File: config.mk
export PLATFORM = sky130hd
export DESIGN_NAME = axil_slave_regfile
export DESIGN_NICKNAME = d
export VERILOG_FILES = /design/src/rtl/axil_slave_regfile.sv
export SDC_FILE = /design/constraint.sdc
export NUM_CORES = 1
export LEC_CHECK = 0
export BUFFER_PORTS_ARGS = -buffer_cell sky130_fd_sc_hd__buf_2
export CORE_ASPECT_RATIO = 0.7
export CORE_MARGIN = 8
export CORE_UTILIZATION = 30
export CTS_CLUSTER_DIAMETER = 120
export DETAILED_ROUTE_END_ITERATION = 16
export PLACE_DENSITY_LB_ADDON = 0.08
export SETUP_SLACK_MARGIN = 0.02
export SKIP_CTS_REPAIR_TIMING = 1
export SLEW_MARGIN = 10
export SYNTH_ARGS = -nofsm -noshare
export SYNTH_HDL_FRONTEND = slang
export SYNTH_SLANG_ARGS = --single-unit
File: constraint.sdc
create_clock -name aclk -period 2.34 [get_ports aclk]
set_input_delay 0.351 -clock aclk [delete_from_list [all_inputs] [get_ports aclk]]
set_output_delay 0.351 -clock aclk [all_outputs]
set_load 0.01 [all_outputs]
File: src/rtl/axil_slave_regfile.sv
// AXI4-Lite slave register bank.
// Exposes NUM_REGS 32-bit read/write registers. Write address and write data
// are captured independently and commit together. Write and read responses
// are registered. Accesses outside the register window answer SLVERR.
// All outputs come straight from flops, so no input reaches an output
// combinationally.
module axil_slave_regfile #(
   parameter int                        NUM_REGS       = 8,
   parameter int                        AXI_DATA_WIDTH = 32,
   parameter int                        AXI_ADDR_WIDTH = 32,
   parameter logic [AXI_ADDR_WIDTH-1:0] BASE_ADDR      = {AXI_ADDR_WIDTH{1'b0}}
) (
   input  logic                                    aclk,
   input  logic                                    areset,
   input  logic [AXI_ADDR_WIDTH-1:0]               s_axil_awaddr,
   input  logic                                    s_axil_awvalid,
   output logic                                    s_axil_awready,
   input  logic [AXI_DATA_WIDTH-1:0]               s_axil_wdata,
   input  logic [AXI_DATA_WIDTH/8-1:0]             s_axil_wstrb,
   input  logic                                    s_axil_wvalid,
   output logic                                    s_axil_wready,
   output logic [1:0]                              s_axil_bresp,
   output logic                                    s_axil_bvalid,
   input  logic                                    s_axil_bready,
   input  logic [AXI_ADDR_WIDTH-1:0]               s_axil_araddr,
   input  logic                                    s_axil_arvalid,
   output logic                                    s_axil_arready,
   output logic [AXI_DATA_WIDTH-1:0]               s_axil_rdata,
   output logic [1:0]                              s_axil_rresp,
   output logic                                    s_axil_rvalid,
   input  logic                                    s_axil_rready,
   output logic [NUM_REGS-1:0][AXI_DATA_WIDTH-1:0] reg_out,
   output logic [NUM_REGS-1:0]                     wr_pulse
);

   localparam int STRB_W = AXI_DATA_WIDTH / 8;
   localparam int IDX_W  = (NUM_REGS > 1) ? $clog2(NUM_REGS) : 1;
   localparam logic [AXI_ADDR_WIDTH-1:0] NUM_REGS_A = AXI_ADDR_WIDTH'(NUM_REGS);
   localparam logic [1:0] RESP_OKAY   = 2'b00;
   localparam logic [1:0] RESP_SLVERR = 2'b10;

   // An address is inside the window when it is at or above the base and its
   // word offset selects an existing register; the two low bits are ignored.
   function automatic logic addr_legal(input logic [AXI_ADDR_WIDTH-1:0] addr);
      logic [AXI_ADDR_WIDTH-1:0] off;
      off = addr - BASE_ADDR;
      return (addr >= BASE_ADDR) && ((off >> 2'd2) < NUM_REGS_A);
   endfunction

   // Register index of an address (only meaningful when addr_legal is true).
   function automatic logic [IDX_W-1:0] addr_idx(input logic [AXI_ADDR_WIDTH-1:0] addr);
      logic [AXI_ADDR_WIDTH-1:0] off;
      off = addr - BASE_ADDR;
      return IDX_W'(off >> 2'd2);
   endfunction

   // State registers
   logic                                    aw_held_r, w_held_r;
   logic [AXI_ADDR_WIDTH-1:0]               aw_addr_r;
   logic [AXI_DATA_WIDTH-1:0]               w_data_r;
   logic [STRB_W-1:0]                       w_strb_r;
   logic                                    awready_r, wready_r, arready_r;
   logic                                    bvalid_r, rvalid_r;
   logic [1:0]                              bresp_r, rresp_r;
   logic [AXI_DATA_WIDTH-1:0]               rdata_r;
   logic [NUM_REGS-1:0][AXI_DATA_WIDTH-1:0] regs_r;
   logic [NUM_REGS-1:0]                     wr_pulse_r;

   // Next-state values
   logic                                    aw_held_s, w_held_s;
   logic [AXI_ADDR_WIDTH-1:0]               aw_addr_s;
   logic [AXI_DATA_WIDTH-1:0]               w_data_s;
   logic [STRB_W-1:0]                       w_strb_s;
   logic                                    awready_s, wready_s, arready_s;
   logic                                    bvalid_s, rvalid_s;
   logic [1:0]                              bresp_s, rresp_s;
   logic [AXI_DATA_WIDTH-1:0]               rdata_s;
   logic [NUM_REGS-1:0][AXI_DATA_WIDTH-1:0] regs_s;
   logic [NUM_REGS-1:0]                     wr_pulse_s;

   // Handshake and commit helpers
   logic                      aw_hs_s, w_hs_s, ar_hs_s, commit_s;
   logic [AXI_ADDR_WIDTH-1:0] wr_addr_s;
   logic [AXI_DATA_WIDTH-1:0] wr_data_s;
   logic [STRB_W-1:0]         wr_strb_s;
   logic                      wr_legal_s, rd_legal_s;
   logic [IDX_W-1:0]          wr_idx_s, rd_idx_s;

   // Handshake detection and selection of the committing address/data.
   always_comb begin
      aw_hs_s    = s_axil_awvalid && awready_r;
      w_hs_s     = s_axil_wvalid && wready_r;
      ar_hs_s    = s_axil_arvalid && arready_r;
      // Commit on the edge where the second half arrives (or both together).
      commit_s   = (aw_hs_s || aw_held_r) && (w_hs_s || w_held_r) && (aw_hs_s || w_hs_s);
      wr_addr_s  = aw_hs_s ? s_axil_awaddr : aw_addr_r;
      wr_data_s  = w_hs_s ? s_axil_wdata : w_data_r;
      wr_strb_s  = w_hs_s ? s_axil_wstrb : w_strb_r;
      wr_legal_s = addr_legal(wr_addr_s);
      wr_idx_s   = addr_idx(wr_addr_s);
      rd_legal_s = addr_legal(s_axil_araddr);
      rd_idx_s   = addr_idx(s_axil_araddr);
   end

   // Write channel: holding flags, capture, commit and response.
   always_comb begin
      aw_held_s  = aw_held_r;
      w_held_s   = w_held_r;
      aw_addr_s  = aw_addr_r;
      w_data_s   = w_data_r;
      w_strb_s   = w_strb_r;
      bvalid_s   = bvalid_r;
      bresp_s    = bresp_r;
      regs_s     = regs_r;
      wr_pulse_s = {NUM_REGS{1'b0}};

      if (commit_s) begin
         aw_held_s = 1'b0;
         w_held_s  = 1'b0;
         bvalid_s  = 1'b1;
         bresp_s   = wr_legal_s ? RESP_OKAY : RESP_SLVERR;
      end else begin
         if (aw_hs_s) begin
            aw_held_s = 1'b1;
            aw_addr_s = s_axil_awaddr;
         end else begin
            aw_held_s = aw_held_r;
         end
         if (w_hs_s) begin
            w_held_s = 1'b1;
            w_data_s = s_axil_wdata;
            w_strb_s = s_axil_wstrb;
         end else begin
            w_held_s = w_held_r;
         end
         if (bvalid_r && s_axil_bready) begin
            bvalid_s = 1'b0;
         end else begin
            bvalid_s = bvalid_r;
         end
      end

      // Byte-wise update; the pulse fires even with an all-zero strobe.
      if (commit_s && wr_legal_s) begin
         for (int b = 0; b < STRB_W; b++) begin
            if (wr_strb_s[b]) begin
               regs_s[wr_idx_s][8*b +: 8] = wr_data_s[8*b +: 8];
            end else begin
               regs_s[wr_idx_s][8*b +: 8] = regs_r[wr_idx_s][8*b +: 8];
            end
         end
         wr_pulse_s[wr_idx_s] = 1'b1;
      end else begin
         wr_pulse_s = {NUM_REGS{1'b0}};
      end

      awready_s = !aw_held_s && !bvalid_s;
      wready_s  = !w_held_s && !bvalid_s;
   end

   // Read channel: registered data/response, reads see the pre-write value.
   always_comb begin
      rvalid_s = rvalid_r;
      rdata_s  = rdata_r;
      rresp_s  = rresp_r;
      if (ar_hs_s) begin
         rvalid_s = 1'b1;
         if (rd_legal_s) begin
            rdata_s = regs_r[rd_idx_s];
            rresp_s = RESP_OKAY;
         end else begin
            rdata_s = {AXI_DATA_WIDTH{1'b0}};
            rresp_s = RESP_SLVERR;
         end
      end else if (rvalid_r && s_axil_rready) begin
         rvalid_s = 1'b0;
      end else begin
         rvalid_s = rvalid_r;
      end
      arready_s = !rvalid_s;
   end

   // State register with synchronous reset; ready flags stay low during reset.
   always_ff @(posedge aclk) begin
      if (areset) begin
         aw_held_r  <= 1'b0;
         w_held_r   <= 1'b0;
         aw_addr_r  <= {AXI_ADDR_WIDTH{1'b0}};
         w_data_r   <= {AXI_DATA_WIDTH{1'b0}};
         w_strb_r   <= {STRB_W{1'b0}};
         awready_r  <= 1'b0;
         wready_r   <= 1'b0;
         arready_r  <= 1'b0;
         bvalid_r   <= 1'b0;
         rvalid_r   <= 1'b0;
         bresp_r    <= 2'b00;
         rresp_r    <= 2'b00;
         rdata_r    <= {AXI_DATA_WIDTH{1'b0}};
         regs_r     <= '0;
         wr_pulse_r <= {NUM_REGS{1'b0}};
      end else begin
         aw_held_r  <= aw_held_s;
         w_held_r   <= w_held_s;
         aw_addr_r  <= aw_addr_s;
         w_data_r   <= w_data_s;
         w_strb_r   <= w_strb_s;
         awready_r  <= awready_s;
         wready_r   <= wready_s;
         arready_r  <= arready_s;
         bvalid_r   <= bvalid_s;
         rvalid_r   <= rvalid_s;
         bresp_r    <= bresp_s;
         rresp_r    <= rresp_s;
         rdata_r    <= rdata_s;
         regs_r     <= regs_s;
         wr_pulse_r <= wr_pulse_s;
      end
   end

   assign s_axil_awready = awready_r;
   assign s_axil_wready  = wready_r;
   assign s_axil_arready = arready_r;
   assign s_axil_bvalid  = bvalid_r;
   assign s_axil_bresp   = bresp_r;
   assign s_axil_rvalid  = rvalid_r;
   assign s_axil_rresp   = rresp_r;
   assign s_axil_rdata   = rdata_r;
   assign reg_out        = regs_r;
   assign wr_pulse       = wr_pulse_r;

endmodule
==> metrics <==
Filler cells=5638; area delta synth->final=42.6%; clock power share=41.7%; routability cong.=0.867; final cell count without fillers=3300; DP Cell Count=3174; antenna violations before repair=6; CP most frequent cell=buf_12; post-synth top area share=41.8%; cell count after synthesis=1922; Die W=307 um; Arr. time, crit path=~2800 ps; PortBufs=405; initial core utilization=30.4%; Via density=5.87; drt initial violations=1977; antenna violation net count after detailed routing=0; Row Count=74; Leak=11.7 nW; fin. max-slew vios=0; drt total wl=~97000 um; async set or reset register ratio after synthesis=0%; Distinct cells, synth=60; Ys Warns=0; Root Driver=clkbuf_16; DPL Wire Length=~63000 um; unrepaired setup endpoints after global routing=yes; transition time of the tightest slew-check pin=just under 700 ps; Max clock buf depth=3; Setup crit end kind=flip-flop; GRT Total Usage=around 25%; Register Area=0.00743 sq mm; CTS tree=yes; Nets=2580; Layout Cell Area excl Fill=0.0254 sq mm; routed vias=19400; vias in the first global route=roughly 18000; Max-slew headroom=54.9%; Hold WC Path Type=in -> reg; layout cells sized above 1=36.0%; Sw Share=28.9%; TritonCTS Buffers=42; Design Power=16.1 mW; first-pass GRT wire length=129000 um; number of synthesized register bits=371; slowest CP cell=dfxtp_4; syn_area_per_cell=9.25 sq um; IO Count=roughly 410; WS Path Type=reg -> reg; Fmax=427 MHz; Final Hold Vio Count=0; CTS H-Tree Depth=2; fin crit share=100%; cell family with most CP delay=buffers and inverters; Psw=4.66 mW; clk sink count=371; Worst Path Buf+Inv=4; slowest stage delay, CP=360 ps; Util after Layout=43.4%; Synth area leader=dfxtp_1; VDD IR max=approximately 370 uV; Comb pwr share=18.1%; P_int=11.4 mW; DRC viols=0; CP startpoint kind=flip-flop; sequential area share after synthesis=41.8%; GRT overflow=0; max-cap violation count=0; Flop pwr share=between 40 and 50%; largest net degree at the start of global routing=73; clock transition time at the flip-flop clock pins of the worst setup and hold paths=about 60 ps; area occupied by multi-input gates=0.0100 sq mm; crit-path max FO=8; die area=0.0674 sq mm; PwrDens=635 mW/mm^2; drt first pass iters=5; crit path time final=2340 ps; Final Setup Violations=0; CP required=2830 ps; Die Ht=220 um; post-synthesis cell area=0.0178 sq mm; Synth area leaders=dfxtp_1 (42%), o21bai_1 (11%), a31oi_1 (8.8%), mux4_2 (8.1%), nand2_1 (4.7%); Setup Skew=27.9 ps; Avg WL per Cell=29.3 um; core footprint=approximately 0.058 sq mm; Post-synth EDFFs=0; Skew-Pair Late Insertion Delay=between 500 and 600 ps; critical-path cell list=nand2_2 > buf_4 > mux2_2 > nand2b_4 > buf_12 > nor3_4 > buf_12 > clkbuf_16 > o21bai_1 > a31oi_1; ys flop type=dfxtp_1; outcome=finished clean; setup tns final=0 ps; placed inst area=0.0227 sq mm
-- power groups by stage --
| stage | Combinational, mW | Clock [mW] | Sequential [mW] |
|---|---|---|---|
| final | 2.92 | 6.71 | 6.48 |
| after global routing | 3.05 | 7.12 | 6.48 |
| after CTS | 2.71 | 6.82 | 6.47 |
| after detailed placement | 2.70 | 0 | 6.61 |
| after global placement | 2.68 | 0 | 6.61 |
| after floorplan | 1.34 | 0 | 6.60 |
-- stage by stage --
stage	worst slack [ps]	hold WS (ps)
after floorplan	60.7	427
after global placement	-339	437
after detailed placement	-308	442
after CTS	-200	-5.56
after global routing	-110	16.3
final	0.524	25.7
-- cell usage after synthesis, drive strengths merged, types with 25 or more instances --
library cell	instances
a211oi	33
a21oi	98
a221oi	27
a31oi	251
and3	25
buf	63
clkbuf	120
dfxtp	371
mux2i	76
mux4	64
nand2	223
nand3	30
nor2	92
nor4	27
o21bai	249
o22a	25
o22ai	42
-- sequential cells by signal, summed over array words and instances, names as in the netlist, 4 cells and up --
| signal | cells |
|---|---|
| aw_addr_r | 30 |
| s_axil_rdata | 32 |
| w_data_r | 32 |
| reg_out | 256 |
| w_strb_r | 4 |
| wr_pulse | 8 |
-- routing by layer --
metal  vias up  global-route usage, %  share of wire, %
met5         -                      0            0.0072
met4         2                   6.07               2.2
met3       160                   5.96                10
met2      1087                   38.2                43
met1      9680                   36.1                45
li1       8448                      -                 -
-- worst min-delay path, stage by stage --
cell and delay, ps:
buf_2 110, nand2_1 50, a21oi_1 50
-- kinds of logic after synthesis --
kind of cell           synth area share [%]
other                                0.0211
buffers and inverters                  4.29
AOI/OAI and AO/OA                      29.8
muxes                                  12.6
DFF                                    41.8
and+or+nand+nor                        11.5
-- cell usage in the layout, fill, tap and decap left out, drive strengths merged, types with 23 or more instances in the layout --
master  Yosys  routed
a21o       23      23
a221oi     27      27
buf        63     666
mux4       64      64
nor2       92      92
clkbuf    120      85
and3       25      25
nor4       27      27
o22ai      42      42
mux2i      76      76
a211oi     33      33
a21oi      98      98
nand3      30      30
dfxtp     371     371
a31oi     251     251
nand2     223     223
o21bai    249     249
o22a       25      25
-- area by class of cell --
type                            instances  share of cell area [%]
Timing Repair Buffer                  689                    21.9
Sequential cell                       371                    29.3
Tap cell                              798                    3.94
Inverter                                1                  0.0148
Clock inverter                         10                   0.493
Multi-Input combinational cell       1368                    39.5
Antenna cell                            1                 0.00987
Clock buffer                           62                    4.84
-- final timing paths --
path / endpoint / slack, ps / cells past startpoint / start
setup reg to reg: reg_out[99]$_SDFFE_PP0P_ / 0.5 / 10 / s_axil_awready$_SDFF_PP0_
hold / removal: w_data_r[30]$_SDFFE_PP0N_ / 30 / 3 / s_axil_wdata[30]
setup / recovery: reg_out[99]$_SDFFE_PP0P_ / 0.5 / 10 / s_axil_awready$_SDFF_PP0_
hold reg to reg: w_data_r[18]$_SDFFE_PP0N_ / 450 / 2 / w_data_r[18]$_SDFFE_PP0N_
No activity file was read; power rests on OpenSTA's default activity.
